$ cat config.mk
export PLATFORM = sky130hd
export DESIGN_NAME = data_mem_ctrl
export DESIGN_NICKNAME = d
export VERILOG_FILES = /design/src/rtl/data_mem_ctrl.sv
export SDC_FILE = /design/constraint.sdc
export NUM_CORES = 1
export LEC_CHECK = 0
export CORE_MARGIN = 2
export CORE_UTILIZATION = 55
export CTS_BUF_LIST = sky130_fd_sc_hd__clkbuf_16
export CTS_CLUSTER_DIAMETER = 60
export DETAILED_ROUTE_END_ITERATION = 16
export GPL_TIMING_DRIVEN = 1
export PLACE_DENSITY = 0.92
export SETUP_SLACK_MARGIN = 0.02
export SLEW_MARGIN = 20
export SYNTH_ARGS = -nofsm -noshare
export SYNTH_HDL_FRONTEND = slang
export SYNTH_SLANG_ARGS = --single-unit
$ cat constraint.sdc
create_clock -name clk_in -period 9.2 [get_ports clk_in]
set_clock_uncertainty 0.1 [all_clocks]
set_input_delay 2.3 -clock clk_in [delete_from_list [all_inputs] [get_ports clk_in]]
set_output_delay 2.3 -clock clk_in [all_outputs]
set_load 0.1 [all_outputs]
$ cat src/rtl/data_mem_ctrl.sv
// rtl/data_mem_ctrl.sv - byte-serial load/store controller between the load buffer/ROB and a byte-wide RAM
`timescale 1ns/1ps
module data_mem_ctrl #(
  parameter int ROB_WIDTH       = 4,
  parameter int INST_TYPE_WIDTH = 4
) (
  input  logic                       clk_in,
  input  logic                       rst_in,
  input  logic                       rdy_in,
  input  logic                       rob_flush_in,
  input  logic                       ram_bus_en_in,
  input  logic [31:0]                ram_bus_A_in,
  input  logic [ROB_WIDTH-1:0]       ram_bus_dest_in,
  input  logic [INST_TYPE_WIDTH-1:0] ram_bus_inst_type_in,
  output logic                       ram_bus_rdy_out,
  output logic                       ram_bus_data_en_out,
  output logic [31:0]                ram_bus_data_out,
  output logic [ROB_WIDTH-1:0]       ram_bus_dest_out,
  input  logic                       store_en_in,
  input  logic [31:0]                store_A_in,
  input  logic [31:0]                store_data_in,
  input  logic [INST_TYPE_WIDTH-1:0] store_type_in,
  output logic                       store_done_out,
  input  logic [7:0]                 mem_din_in,
  output logic [7:0]                 mem_dout_out,
  output logic [31:0]                mem_a_out,
  output logic                       mem_wr_out
);

  localparam logic [INST_TYPE_WIDTH-1:0] T_LB  = INST_TYPE_WIDTH'(0);
  localparam logic [INST_TYPE_WIDTH-1:0] T_LH  = INST_TYPE_WIDTH'(1);
  localparam logic [INST_TYPE_WIDTH-1:0] T_LW  = INST_TYPE_WIDTH'(2);
  localparam logic [INST_TYPE_WIDTH-1:0] T_LBU = INST_TYPE_WIDTH'(3);
  localparam logic [INST_TYPE_WIDTH-1:0] T_LHU = INST_TYPE_WIDTH'(4);
  localparam logic [INST_TYPE_WIDTH-1:0] T_SB  = INST_TYPE_WIDTH'(5);
  localparam logic [INST_TYPE_WIDTH-1:0] T_SH  = INST_TYPE_WIDTH'(6);
  localparam logic [INST_TYPE_WIDTH-1:0] T_SW  = INST_TYPE_WIDTH'(7);

  typedef enum logic [1:0] {S_IDLE, S_LOAD, S_STORE, S_DONE} state_t;

  function automatic logic [2:0] f_size(input logic [INST_TYPE_WIDTH-1:0] t);
    case (t)
      T_LB, T_LBU, T_SB: f_size = 3'd1;
      T_LH, T_LHU, T_SH: f_size = 3'd2;
      default:           f_size = 3'd4;
    endcase
  endfunction

  state_t                     r_state;
  logic [2:0]                 r_cyc;
  logic [2:0]                 r_n;
  logic [31:0]                r_addr;
  logic [31:0]                r_sdata;
  logic [31:0]                r_buf;
  logic [INST_TYPE_WIDTH-1:0] r_type;
  logic [ROB_WIDTH-1:0]       r_dest;
  logic [31:0]                r_mem_a;
  logic [7:0]                 r_mem_dout;
  logic                       r_mem_wr;
  logic                       r_data_en;
  logic [31:0]                r_data;
  logic [ROB_WIDTH-1:0]       r_dest_out;
  logic                       r_store_done;

  logic                       w_idle_ok;
  logic                       w_accept_st;
  logic                       w_accept_ld;
  logic [2:0]                 w_st_n;
  logic [2:0]                 w_ld_n;
  logic [1:0]                 w_byte_idx;
  logic [7:0]                 w_next_byte;
  logic [31:0]                w_full;
  logic [31:0]                w_ext;

  assign w_idle_ok   = (r_state == S_IDLE) && !rob_flush_in;
  assign w_accept_st = w_idle_ok && store_en_in;
  assign w_accept_ld = w_idle_ok && !store_en_in && ram_bus_en_in;
  assign w_st_n      = f_size(store_type_in);
  assign w_ld_n      = f_size(ram_bus_inst_type_in);
  assign w_byte_idx  = r_cyc[1:0] + 2'd1;
  assign w_next_byte = r_sdata[{w_byte_idx, 3'b000} +: 8];

  // RAM data lags its address by one cycle, so in LOAD cycle r_cyc the bus carries byte r_cyc-1.
  always_comb begin
    w_full = r_buf;
    case (r_cyc)
      3'd1:    w_full[7:0]   = mem_din_in;
      3'd2:    w_full[15:8]  = mem_din_in;
      3'd3:    w_full[23:16] = mem_din_in;
      3'd4:    w_full[31:24] = mem_din_in;
      default: w_full = r_buf;
    endcase
  end

  always_comb begin
    w_ext = w_full;
    case (r_type)
      T_LB:    w_ext = {{24{w_full[7]}}, w_full[7:0]};
      T_LH:    w_ext = {{16{w_full[15]}}, w_full[15:0]};
      T_LBU:   w_ext = {24'd0, w_full[7:0]};
      T_LHU:   w_ext = {16'd0, w_full[15:0]};
      T_LW:    w_ext = w_full;
      default: w_ext = w_full;
    endcase
  end

  always_ff @(posedge clk_in) begin
    if (rst_in) begin
      r_state      <= S_IDLE;
      r_cyc        <= 3'd0;
      r_n          <= 3'd0;
      r_addr       <= 32'd0;
      r_sdata      <= 32'd0;
      r_buf        <= 32'd0;
      r_type       <= '0;
      r_dest       <= '0;
      r_mem_a      <= 32'd0;
      r_mem_dout   <= 8'd0;
      r_mem_wr     <= 1'b0;
      r_data_en    <= 1'b0;
      r_data       <= 32'd0;
      r_dest_out   <= '0;
      r_store_done <= 1'b0;
    end else if (rdy_in) begin
      r_data_en    <= 1'b0;
      r_store_done <= 1'b0;
      case (r_state)
        S_IDLE: begin
          if (w_accept_st) begin
            r_state      <= S_STORE;
            r_addr       <= store_A_in;
            r_sdata      <= store_data_in;
            r_type       <= store_type_in;
            r_n          <= w_st_n;
            r_cyc        <= 3'd0;
            r_mem_a      <= store_A_in;
            r_mem_dout   <= store_data_in[7:0];
            r_mem_wr     <= 1'b1;
            r_store_done <= (w_st_n == 3'd1);
          end else if (w_accept_ld) begin
            r_state  <= S_LOAD;
            r_addr   <= ram_bus_A_in;
            r_type   <= ram_bus_inst_type_in;
            r_dest   <= ram_bus_dest_in;
            r_n      <= w_ld_n;
            r_cyc    <= 3'd0;
            r_buf    <= 32'd0;
            r_mem_a  <= ram_bus_A_in;
            r_mem_wr <= 1'b0;
          end
        end
        S_LOAD: begin
          if (rob_flush_in) begin
            r_state <= S_IDLE;
            r_cyc   <= 3'd0;
          end else begin
            if (r_cyc != 3'd0) r_buf <= w_full;
            if (r_cyc == r_n) begin
              r_state    <= S_IDLE;
              r_cyc      <= 3'd0;
              r_data_en  <= 1'b1;
              r_data     <= w_ext;
              r_dest_out <= r_dest;
            end else begin
              r_cyc <= r_cyc + 3'd1;
              if (r_cyc + 3'd1 < r_n) r_mem_a <= r_addr + 32'(r_cyc) + 32'd1;
            end
          end
        end
        S_STORE: begin
          if (r_cyc + 3'd1 == r_n) begin
            r_state  <= S_DONE;
            r_cyc    <= 3'd0;
            r_mem_wr <= 1'b0;
          end else begin
            r_cyc        <= r_cyc + 3'd1;
            r_mem_a      <= r_addr + 32'(r_cyc) + 32'd1;
            r_mem_dout   <= w_next_byte;
            r_store_done <= (r_cyc + 3'd2 == r_n);
          end
        end
        default: r_state <= S_IDLE;
      endcase
    end
  end

  assign ram_bus_rdy_out     = (r_state == S_IDLE) && !rst_in && !rob_flush_in;
  assign ram_bus_data_en_out = r_data_en;
  assign ram_bus_data_out    = r_data;
  assign ram_bus_dest_out    = r_dest_out;
  assign store_done_out      = r_store_done;
  assign mem_a_out           = r_mem_a;
  assign mem_dout_out        = r_mem_dout;
  assign mem_wr_out          = r_mem_wr && rdy_in;

endmodule

==> metrics.yaml <==
status:
  status: "finished clean"
min_path:
  hp-start: "r_buf[8]"
  hold_class: "flop to flop"
  holdPathEnd: "r_buf[8]"
  hold_depth: 2
sta:
  setup_viol: 0
  fmax_mhz: 148
  final.min_clock_period_ns: 6.78
  hold_viol_final: 0
  maxSlewHeadroom: 0.305
  rsz0062_at_grt: "false"
  worst_slew_pin_slew_ns: 1.04
  slew_violations: 0
  period_share: 0.737
  tns_ns: 0
  setup_slack_ns: 2.42
place:
  dp_slack_ns: 2.43
  dp_cells: 1426
  io_buffers: 201
  routabilityCongestion: 0.880
  hpwl_mm: 16.7
grt:
  grt_max_degree: 77
  grt_first_pass_wirelength_mm: 39.8
  grt_remaining_overflow: 0
  first_global_vias: 8051
  grt_util_all_layers: 0.275
  antenna_found_initial: 0
power_and_ir_drop:
  leakagePower_nw: 4.17
  ir_worst_vdd_mv: 0.219
  power_mw: 3.32
  p_per_area_nw_per_um2: 281
cts:
  holdBufCountCts: 0
  cts_tree: "built"
  clock_path_buffers: 2
  cts_buffers: 17
  root_buffer: "clkbuf_16"
  post-cts-setup-buffer-count: 0
  htreeDepth: 4
  path_clk_slew_ns: 0.07
  worstSkewPairLatency_ns: 0.44
  cts_repair_resize_count: 0
  clock-sinks: 191
yosys:
  async_flop_share: 0
  yosysWarnings: 0
  ys_types: 62
  synth_enable_flop_cells: 0
  avgSynthCellArea_um2: 8.55
  synth_cells: 1072
  synth-seq-cells: 191
  synth_nets: 1210
  synth-main-ff-cell: "dfxtp_1"
  syn_area_um2: 9170
  yosysSeqAreaShare: 0.417
layout:
  multi_input_area_um2: 4940
  final_common_cell: "clkdlybuf4s50_1"
  utilization: 0.717
  ff_latch_area_um2: 3820
  layout.nets: 1363
  mostFrequentLayoutCells: "clkdlybuf4s50_1 (200), dfxtp_1 (191), nor2_1 (162)"
  finalNonFillerCells: 1458
  diodes: 0
  fill_cells: 1198
  area_growth_pct: 28.8
  final_layout_size_suffix_gt1_frac: 0.0670
setup_path:
  worstPathArrival_ns: 4.38
  critPathMaxFanout: 11
  r2r-end: "mem_a_out[25]"
  setup.worst_path.end_class: "output pin"
  worstPathRequired_ns: 6.80
  crit_path_start_kind: "input pin"
  reg2reg_slack_ns: 4.81
  critPathKind: "input pin to output pin"
  reg2reg_from: "r_cyc[0]"
  ff2ff_path_depth: 9
routing:
  viasPerCell: 5.78
  initialDrtViolationCount: 721
  drtAntennaViolNets: 0
  drt_wl_total_mm: 24.5
  wl_per_cell_um: 16.8
  drc: 0
  dr.pass1.iters: 5
  num_vias: 8425
floorplanning:
  rows: 47
  die_h_um: 133
  design.core.area_um2: 16500
  pin_count: 202
  initial_core_util: 0.557
  die_w_um: 133
  dieArea_um2: 17700
job:
  cap_violations: 0
==> per-layer routing <==
metal / vias up / GRT usage / wire [um]
li1: 4085 / - / -
met2: 347 / 0.469 / 12000
met1: 3948 / 0.350 / 10200
met3: 45 / 0.0544 / 1830
met4: 0 / 0.0969 / 501
met5: - / 0 / 0
==> final cells by class <==
class                           count  share of cell area
Multi-Input combinational cell    781               0.419
Sequential cell                   191               0.324
Timing Repair Buffer              211               0.177
Clock buffer                       17              0.0360
Tap cell                          220              0.0233
Clock inverter                     15              0.0141
Inverter                           23             0.00731
==> worst max-delay path: stages <==
cell and delay (ns):
clkdlybuf4s50_1 0.71, and2_1 0.20, clkdlybuf4s50_1 1.16
==> flip-flops by register name, indices dropped and copies added, names as in the netlist, 8 cells and up <==
register          count
r_buf                32
mem_a_out            32
ram_bus_data_out     32
r_addr               32
r_sdata              32
mem_dout_out          8
==> Yosys cell counts (all sizes together) (4+ instances only) <==
library cell,number,area (um^2)
a211o,4,35.0
a211oi,68,510
a21oi,71,355
a22oi,26,195
a311oi,4,35.0
a32o,10,100
and3,13,83.8
buf,21,128
clkbuf,56,210
dfxtp,191,3820
ha,15,188
inv,23,86.3
mux2,17,191
mux2i,71,711
mux4,8,180
nand2,147,552
nand3,8,40.0
nor2,166,636
nor2b,8,50.1
nor3,36,208
nor4,9,62.6
o211ai,5,37.5
o21ai,19,98.8
o2bb2ai,7,61.3
or3,8,50.1
xnor2,14,123
xor2,12,105
==> power breakdown <==
group	leakage (nW)	internal (mW)	switching, mW
logic	2.33	0.434	1.09
registers	1.55	0.951	0.0904
clock network	0.288	0.426	0.323
==> worst max path at each step <==
stage / start / to / slack [ns] / cells past startpoint
final: rdy_in / mem_wr_out / 2.42 / 3
after global routing: rob_flush_in / ram_bus_rdy_out / 2.34 / 3
after CTS: rdy_in / mem_wr_out / 2.42 / 3
after detailed placement: rdy_in / mem_wr_out / 2.43 / 3
after global placement: rob_flush_in / ram_bus_rdy_out / 2.40 / 3
after floorplan: rst_in / ram_bus_rdy_out / 1.92 / 4
==> logic make-up (layout without fill, tap and decap cells) <==
| family | Yosys count | count (layout) | share of synthesized area |
|---|---|---|---|
| buffers and inverters | 100 | 266 | 0.0463 |
| AND/OR/NAND/NOR | 415 | 415 | 0.203 |
| multiplexers | 96 | 96 | 0.118 |
| flip-flops | 191 | 191 | 0.417 |
| XOR/XNOR | 26 | 26 | 0.0248 |
| AO/OA/AOI/OAI | 228 | 228 | 0.168 |
| adder cells (fa/ha/maj) | 16 | 16 | 0.0227 |
==> per-stage QoR <==
| stage | cell area (um^2) | hold WS, ns |
|---|---|---|
| finish | 11800 | 0.354 |
| global route | 11800 | 0.371 |
| CTS | 11800 | 0.353 |
| detailed placement | 11200 | 0.344 |
| global placement | 11200 | 0.337 |
| floorplan | 9170 | 0.331 |
No activity file was read; power rests on OpenSTA's default activity.
